`src/rtl/result_tx_if.sv`:
```
// rtl/result_tx_if.sv - result RAM read port and UART byte port of the result dumper
interface result_tx_if #(
  parameter int UNITS_X  = 2,
  parameter int Bitwidth = 8,
  parameter int ADDR_W   = 4
);
  logic [ADDR_W-1:0]           RD_ADDR;
  logic [UNITS_X*Bitwidth-1:0] RD_DATA;
  logic [7:0]                  TX_DATA;
  logic                        TX_WR;
  logic                        TX_BUSY;

  modport master (
    output RD_ADDR,
    input  RD_DATA,
    output TX_DATA,
    output TX_WR,
    input  TX_BUSY
  );

  modport slave (
    input  RD_ADDR,
    output RD_DATA,
    input  TX_DATA,
    input  TX_WR,
    output TX_BUSY
  );
endinterface

```
`src/rtl/result_tx.sv`:
```
// rtl/result_tx.sv - dumps the result RAM as decimal CSV text over a byte-wide UART port
module result_tx #(
  parameter int UNITS_X  = 2,
  parameter int UNITS_Y  = 2,
  parameter int Bitwidth = 8,
  parameter int ADDR_W   = 4
) (
  input  logic        CLK,
  input  logic        RST_N,
  input  logic        START,
  output logic        BUSY,
  output logic        DONE,
  result_tx_if.master bus
);
  localparam logic [2:0] IDLE   = 3'd0;
  localparam logic [2:0] READ   = 3'd1;
  localparam logic [2:0] LATCH  = 3'd2;
  localparam logic [2:0] SEND   = 3'd3;
  localparam logic [2:0] GUARD  = 3'd4;
  localparam logic [2:0] WAIT   = 3'd5;
  localparam logic [2:0] NEXT   = 3'd6;
  localparam logic [2:0] FINISH = 3'd7;

  localparam int CW = (UNITS_X > 1) ? $clog2(UNITS_X) : 1;

  logic [2:0]                  state;
  logic                        start_q;
  logic                        start_armed;
  logic [ADDR_W-1:0]           row;
  logic [CW-1:0]               col;
  logic [2:0]                  chr;
  logic [UNITS_X*Bitwidth-1:0] row_reg;
  logic [7:0]                  tx_data_q;
  logic [7:0]                  col_val;
  logic [7:0]                  cur_char;
  logic                        last_col;
  logic                        last_row;
  logic                        col_end;
  logic                        start_edge;

  // Column 0 lives in the most significant slice of the row word.
  always_comb begin
    col_val = '0;
    for (int c = 0; c < UNITS_X; c++) begin
      if (col == CW'(c)) col_val = 8'(row_reg[Bitwidth*(UNITS_X-1-c) +: Bitwidth]);
    end
  end

  // Characters 0..2 are the three digits, 3 is ',' or CR, 4 is LF (last column only).
  always_comb begin
    case (chr)
      3'd0:    cur_char = 8'h30 + col_val / 8'd100;
      3'd1:    cur_char = 8'h30 + (col_val / 8'd10) % 8'd10;
      3'd2:    cur_char = 8'h30 + col_val % 8'd10;
      3'd3:    cur_char = last_col ? 8'h0D : 8'h2C;
      default: cur_char = 8'h0A;
    endcase
  end

  assign last_col   = (col == CW'(UNITS_X - 1));
  assign last_row   = (row == ADDR_W'(UNITS_Y - 1));
  assign col_end    = last_col ? (chr == 3'd4) : (chr == 3'd3);
  // start_armed blocks a START that was already high when reset released.
  assign start_edge = START & ~start_q & start_armed;

  assign BUSY        = (state != IDLE);
  assign DONE        = (state == FINISH);
  assign bus.RD_ADDR = row;
  assign bus.TX_WR   = (state == SEND);
  assign bus.TX_DATA = (state == SEND) ? cur_char : tx_data_q;

  always_ff @(posedge CLK or negedge RST_N) begin
    if (!RST_N) begin
      state       <= IDLE;
      start_q     <= 1'b0;
      start_armed <= 1'b0;
      row         <= '0;
      col         <= '0;
      chr         <= '0;
      row_reg     <= '0;
      tx_data_q   <= 8'h00;
    end else begin
      start_q     <= START;
      start_armed <= start_armed | ~START;
      case (state)
        IDLE: begin
          row <= '0;
          col <= '0;
          chr <= '0;
          if (start_edge) state <= READ;
        end
        READ:  state <= LATCH;
        LATCH: begin
          row_reg <= bus.RD_DATA;
          state   <= SEND;
        end
        SEND: begin
          tx_data_q <= cur_char;
          state     <= GUARD;
        end
        GUARD: state <= WAIT;
        WAIT:  if (!bus.TX_BUSY) state <= NEXT;
        NEXT: begin
          if (!col_end) begin
            chr   <= chr + 3'd1;
            state <= SEND;
          end else begin
            chr <= '0;
            if (!last_col) begin
              col   <= col + 1'b1;
              state <= SEND;
            end else begin
              col <= '0;
              if (last_row) begin
                state <= FINISH;
              end else begin
                row   <= row + 1'b1;
                state <= READ;
              end
            end
          end
        end
        FINISH: begin
          row   <= '0;
          state <= IDLE;
        end
        default: state <= IDLE;
      endcase
    end
  end
endmodule

```
`src/flat_wrapper.sv`:
```
// flat-port wrapper written by rule: the top's interface ports become plain ports
module result_tx_flat 
#(
  parameter int UNITS_X  = 2,
  parameter int UNITS_Y  = 2,
  parameter int Bitwidth = 8,
  parameter int ADDR_W   = 4
)
  (CLK, RST_N, START, BUSY, DONE, bus_RD_ADDR, bus_RD_DATA, bus_TX_DATA, bus_TX_WR, bus_TX_BUSY);
  result_tx_if #(.UNITS_X(UNITS_X), .Bitwidth(Bitwidth), .ADDR_W(ADDR_W)) bus_i ();
  input  logic CLK;
  input  logic RST_N;
  input  logic START;
  output logic BUSY;
  output logic DONE;
  output wire logic [$bits(bus_i.RD_ADDR)-1:0] bus_RD_ADDR;
  input wire logic [$bits(bus_i.RD_DATA)-1:0] bus_RD_DATA;
  output wire logic [$bits(bus_i.TX_DATA)-1:0] bus_TX_DATA;
  output wire logic [$bits(bus_i.TX_WR)-1:0] bus_TX_WR;
  input wire logic [$bits(bus_i.TX_BUSY)-1:0] bus_TX_BUSY;
  assign bus_RD_ADDR = bus_i.RD_ADDR;
  assign bus_i.RD_DATA = bus_RD_DATA;
  assign bus_TX_DATA = bus_i.TX_DATA;
  assign bus_TX_WR = bus_i.TX_WR;
  assign bus_i.TX_BUSY = bus_TX_BUSY;
  result_tx #(.UNITS_X(UNITS_X), .UNITS_Y(UNITS_Y), .Bitwidth(Bitwidth), .ADDR_W(ADDR_W)) u_core (.CLK(CLK), .RST_N(RST_N), .START(START), .BUSY(BUSY), .DONE(DONE), .bus(bus_i));
endmodule
```
`config.mk`:
```
export PLATFORM = sky130hd
export DESIGN_NAME = result_tx_flat
export DESIGN_NICKNAME = d
export VERILOG_FILES = /design/src/rtl/result_tx_if.sv /design/src/rtl/result_tx.sv /design/src/flat_wrapper.sv
export SDC_FILE = /design/constraint.sdc
export NUM_CORES = 1
export LEC_CHECK = 0
export ABC_CLOCK_PERIOD_IN_PS = 7500
export BUFFER_PORTS_ARGS = -buffer_cell sky130_fd_sc_hd__buf_2
export CAP_MARGIN = 20
export CELL_PAD_IN_SITES_DETAIL_PLACEMENT = 2
export CELL_PAD_IN_SITES_GLOBAL_PLACEMENT = 2
export CORE_MARGIN = 5
export CORE_UTILIZATION = 37
export DETAILED_ROUTE_END_ITERATION = 10
export PLACE_DENSITY = 0.85
export SYNTH_ARGS = -nofsm -noshare
export SYNTH_HDL_FRONTEND = slang
export SYNTH_SLANG_ARGS = --single-unit
```
`constraint.sdc`:
```
create_clock -name CLK -period 7.5 [get_ports CLK]
set_input_delay 0 -clock CLK [delete_from_list [all_inputs] [get_ports CLK]]
set_output_delay 0 -clock CLK [all_outputs]
set_load 0.02 [all_outputs]
```
==> results of run 1 <==
## logic make-up after synthesis
logic type,after synthesis,share of synthesized area
muxes,29,0.0954
and+or+nand+nor,154,0.239
adders and majority gates,19,0.0669
buffers and inverters,28,0.0338
xor gates and xnor gates,9,0.0222
DFF,37,0.261
AOI/OAI and AO/OA,131,0.282
## stage by stage
stage	hold WS, ps	utilization
finish	38.6	0.447
global route	76.0	0.447
CTS	4.18	0.444
detailed placement	139	0.415
global placement	134	0.415
floorplan	-296	-
## critical path: cells and delay by family (launching register included)
| kind | cells | cell delay [ps] |
|---|---|---|
| adders and majority gates | 3 | 750 |
| AOI/OAI and AO/OA | 11 | 2410 |
| buffers and inverters | 3 | 750 |
| muxes | 1 | 300 |
| DFF | 1 | 580 |
| and+or+nand+nor | 6 | 2100 |
## Yosys cell counts, types with 3 or more instances
| cell | count |
|---|---|
| a211oi_1 | 8 |
| a21o_1 | 6 |
| a21oi_1 | 28 |
| a22o_1 | 4 |
| a31oi_1 | 5 |
| and3_1 | 4 |
| buf_2 | 4 |
| clkbuf_1 | 7 |
| dfrtp_1 | 37 |
| ha_1 | 19 |
| inv_1 | 11 |
| inv_2 | 3 |
| mux2_2 | 20 |
| mux2i_1 | 5 |
| mux2i_2 | 3 |
| nand2_1 | 41 |
| nand2b_1 | 6 |
| nand3_1 | 8 |
| nand4_1 | 3 |
| nor2_1 | 34 |
| nor2b_1 | 3 |
| nor3_1 | 15 |
| nor3_2 | 4 |
| nor3b_1 | 3 |
| o211ai_1 | 5 |
| o21a_1 | 5 |
| o21ai_0 | 20 |
| o21ai_2 | 3 |
| o221ai_1 | 4 |
| o22ai_1 | 6 |
| or3_1 | 4 |
| xnor2_1 | 5 |
| xor2_1 | 4 |
## how the worst max path moves through the flow
stage / from / endpoint / slack [ps]
after CTS: u_core.col / bus_TX_DATA[5] / 110
after global placement: u_core.col / bus_TX_DATA[5] / 900
final: u_core.col / bus_TX_DATA[5] / 280
after global routing: u_core.col / bus_TX_DATA[5] / 9
after detailed placement: u_core.col / bus_TX_DATA[5] / 500
after floorplan: u_core.col / u_core.tx_data_q[6] / 950
## repair_timing
action,CTS,global route
hold buffers,18,0
gates resized for setup,0,5
hold endpoints to repair,55,0
endpoints found under the setup margin,0,5
## metal layers
layer	GRT usage	vias up	wire length, um
met3	0.0233	30	368
met1	0.332	1858	6200
met5	0	-	0
met4	0.0739	0	408
met2	0.456	83	7280
li1	-	1635	-
## area by class of cell
type | count | area [um^2] | area share
multi-input cells | 342 | 2520 | 0.608
clock buffers | 7 | 86.3 | 0.0208
repair buffers | 56 | 380 | 0.0917
well taps | 129 | 161 | 0.0389
flip-flops and latches | 37 | 930 | 0.224
inverters | 16 | 66.3 | 0.0160
==> flow_metrics.py, run 1 <==
metrics = {
    "drt": {
        "vias": 3606,
        "routed_wl_um": 14300,
        "dr.first_iter.drc_count": 173,
        "postRouteAntennaNets": 0,
        "vias_per_cell": 6.14,
        "drc": 0,
        "dr.pass1.iters": 4,
        "wl_per_cell_um": 24.3,
    },
    "timing": {
        "fin_crit_ps": 7220,
        "slew_violations": 0,
        "worst_pin_slew_ps": 901,
        "layout_setup_ws_ps": 275,
        "fmax_mhz": 138,
        "finClkSkew_ps": 11.2,
        "timing.setup.tns_ps": 0,
        "rsz0062_at_grt": "false",
        "max_slew_margin": 0.399,
        "min_period_over_period": 0.963,
        "report.final.hold_viol_count": 0,
        "finalSetupViolations": 0,
    },
    "logic_synthesis": {
        "syn_nets": 446,
        "syn_area_um2": 3550,
        "synth_area_leader_cell": "dfrtp_1",
        "ys_seq_elements": 37,
        "async_flop_share": 1.00,
        "yosys_most_used_dff": "dfrtp_1",
        "synthCells": 407,
        "syn_avg_cell_area_um2": 8.73,
        "synth_area_leaders": "dfrtp_1 (26%), ha_1 (6.7%), mux2_2 (6.3%)",
        "ys_warn_count": 0,
        "ys_types": 87,
        "synth.top_cell.area_share": 0.261,
        "yosysSeqAreaShare": 0.261,
        "synth_edf_count": 0,
    },
    "placement": {
        "gp_congestion": 0.892,
        "dp_slack_ps": 495,
        "placed_cells": 562,
        "hpwl_um": 9500,
        "dpl_cell_area_um2": 3860,
        "port-buffer-count": 34,
    },
    "die": {
        "ios": 35,
        "core_area_um2": 9280,
        "fp-row-count": 35,
        "die_area_um2": 11700,
        "die_w_um": 108,
        "die_h_um": 108,
        "start_util": 0.383,
    },
    "global_routing": {
        "grt_first_pass_wirelength_um": 23600,
        "grt_pass1_vias": 4009,
        "antenna_found_initial": 0,
        "overflow": 0,
        "track_usage": 0.257,
        "grt_max_degree": 38,
    },
    "cells_and_area": {
        "final_nets": 497,
        "drive_above_1_share": 0.240,
        "postLayoutCellArea_um2": 4150,
        "diodes": 0,
        "fillers": 1041,
        "area_growth_pct": 16.7,
        "final_common_cell": "nand2_1",
        "largest_register_ffs": 16,
        "final_cell_mix": "nand2_1 (41), dfrtp_1 (36), nor2_1 (34), buf_2 (34), a21oi_1 (28)",
        "fin_cells": 587,
    },
    "clock_tree": {
        "clkLatencyLatePin_ps": 300,
        "clockBufferDepth": 2,
        "cts_sinks": 37,
        "clk_root_buffer_cell": "clkbuf_8",
        "cts_max_level": 2,
        "cts_tree": "yes",
        "postCtsSetupRepairBufs": 0,
        "cts_buffers": 5,
        "clkTransAtPathRegs_ps": 70,
    },
    "flow_run": {
        "drv_cap": 0,
    },
    "setup_path": {
        "r2r_slack_ps": 620,
        "reg2regPathDepth": 23,
        "critPathKind": "reg -> out",
        "cp_slowest_cell": "dfrtp_4",
        "critPathCaptureType": "primary output",
        "worst_path_largest_cell_delay_ps": 580,
        "critPathRequiredTime_ps": 7500,
        "worstPathArrival_ps": 7220,
        "crit_fanout": 15,
        "worstSetupStartpointType": "flip-flop",
        "cpMostUsedCell": "ha_1",
        "reg2reg_to": "u_core.tx_data_q[5]",
        "r2r_start": "u_core.col",
        "cp_cell_sequence": "mux2i_1, buf_4, clkinvlp_4, ha_1, or2_2, o211ai_2, and3_4, o21ai_2, or2_1, o21ai_4, ha_1, and3_1, o221ai_1, or4_4, nor4_2, a21oi_1, ha_1, a211o_1, a21o_1, a311oi_1, a311oi_2, a21oi_1, o221ai_1, buf_2",
    },
    "worst_hold_path": {
        "hp-start": "bus_TX_BUSY",
        "worstHoldEndpoint": "u_core.state[0]",
        "hold_depth": 3,
        "hold_class": "in -> reg",
    },
    "run_status": {
        "status": "completed",
    },
}
Power of run 1 is not shown: default switching activity piles up to over one toggle a cycle in this logic, so the estimate is an artifact.
==> run 2, diff against run 1 <==
PLACE_DENSITY = 0.87   (was 0.85)
==> flow_metrics.py, run 2 (synthesis results as in run 1) <==
metrics = {
    "run_status": {
        "status": "completed",
    },
    "setup_path": {
        "worst_path_largest_cell_delay_ps": 540,
        "critPathKind": "reg -> out",
        "cp_cell_sequence": "buf_4, mux2i_4, inv_4, ha_1, and4_1, a41oi_2, a21o_1, a41oi_4, and2_4, o21ai_4, ha_1, and3_1, o221ai_1, or4_4, nor4_2, a21oi_1, ha_1, a211o_1, a21o_1, a311oi_1, a311oi_2, xor2_1, o21ai_1, buf_2",
        "critPathCaptureType": "primary output",
        "crit_fanout": 12,
        "critPathRequiredTime_ps": 7500,
        "worstSetupStartpointType": "flip-flop",
        "worstPathArrival_ps": 7240,
        "cp_slowest_cell": "dfrtp_2",
        "cpMostUsedCell": "ha_1",
    },
    "worst_hold_path": {
        "hold_class": "in -> reg",
    },
    "clock_tree": {
        "cts_sinks": 37,
        "clkTransAtPathRegs_ps": 100,
        "clkLatencyLatePin_ps": 300,
        "cts_max_level": 2,
        "cts_tree": "yes",
        "clockBufferDepth": 2,
        "cts_buffers": 5,
        "clk_root_buffer_cell": "clkbuf_8",
    },
    "drt": {
        "wl_met1_um": 7120,
        "wl_per_cell_um": 30.2,
        "routed_wl_um": 17900,
        "wl_met3_um": 1260,
        "vias_per_cell": 6.64,
        "dr.max_layer_used": "met4",
        "drc": 0,
        "wl_met2_um": 8620,
        "postRouteAntennaNets": 0,
        "vias": 3929,
        "dr.first_iter.drc_count": 473,
        "dr.pass1.iters": 5,
    },
    "timing": {
        "report.final.hold_viol_count": 0,
        "worst_pin_slew_ps": 1020,
        "finalSetupViolations": 0,
        "fmax_mhz": 138,
        "fin_crit_ps": 7240,
        "min_period_over_period": 0.966,
        "finClkSkew_ps": 9.33,
        "max_slew_margin": 0.323,
        "slew_violations": 0,
    },
    "cells_and_area": {
        "fin_cells": 592,
        "final_common_cell": "nand2_1",
        "final_nets": 500,
        "largest_register_ffs": 16,
        "final_cell_mix": "nand2_1 (41), dfrtp_1 (36), nor2_1 (34), buf_2 (34), a21oi_1 (28)",
        "drive_above_1_share": 0.253,
        "area_growth_pct": 17.5,
    },
    "die": {
        "die_h_um": 108,
        "die_area_um2": 11700,
        "die_w_um": 108,
        "ios": 35,
        "fp-row-count": 35,
        "start_util": 0.383,
        "core_area_um2": 9280,
    },
    "placement": {
        "hpwl_um": 9860,
        "placed_cells": 563,
        "gp_congestion": 0.848,
        "port-buffer-count": 34,
    },
    "global_routing": {
        "grt_first_pass_wirelength_um": 25400,
        "grt_max_degree": 38,
        "track_usage": 0.286,
        "antenna_found_initial": 0,
        "overflow": 0,
        "grt_pass1_vias": 4232,
    },
    "flow_run": {
        "drv_cap": 0,
    },
}
[run 2: layer usage]
layer  GRT usage  vias up
met5           0        -
met4       0.117        0
met3      0.0585       70
met2       0.502      227
met1       0.339     1985
li1            -     1647
[run 2: final timing paths]
check	start	end	cells past startpoint	slack [ps]
max	u_core.col	bus_TX_DATA[6]	24	260
min	bus_RD_DATA[1]	u_core.row_reg[1]	2	60
max reg2reg	u_core.col	u_core.tx_data_q[5]	23	630
min reg2reg	u_core.tx_data_q[6]	u_core.tx_data_q[6]	2	540
max in group asynchronous	RST_N	u_core.col	2	6490
min in group asynchronous	RST_N	u_core.row_reg[1]	2	380
[run 2: cell type report]
cell class / instances / area [um^2]
diodes: 1 / 2.50
flip-flops and latches: 37 / 927
multi-input cells: 342 / 2520
well taps: 129 / 161
clock buffers: 6 / 82.6
inverters: 16 / 66.3
repair buffers: 59 / 400
clock inverters: 2 / 13.8
fillers: 1039 / 5110
[run 2: what timing repair did]
action	CTS	global route
hold buffers	17	0
setup endpoints to repair	0	4
resized for setup	0	4
buffers inserted	0	3
endpoints found under the hold margin	54	0
[run 2: per-stage QoR]
step	worst slack (ps)	area, um^2	hold slack [ps]	TNS [ps]	util
2_1_floorplan	954	3550	-296	0	-
3_3_place_gp	1060	3860	134	0	0.416
3_5_place_dp	698	3860	146	0	0.416
4_1_cts	304	4130	42.6	0	0.445
5_1_grt	-108	4170	19.8	-215	0.450
6_report	259	4180	57.6	0	0.450
[run 2: worst max-delay path, delay by kind of cell, from the launching register on]
family,cells,cell delay [ps]
AO/OA/AOI/OAI,11,2560
AND/OR/NAND/NOR,5,1550
adder cells (fa/ha/maj),3,910
buffers and inverters,3,650
flip-flops,1,540
multiplexers,1,450
XOR/XNOR,1,240
Power of run 2 is left out for the same reason.
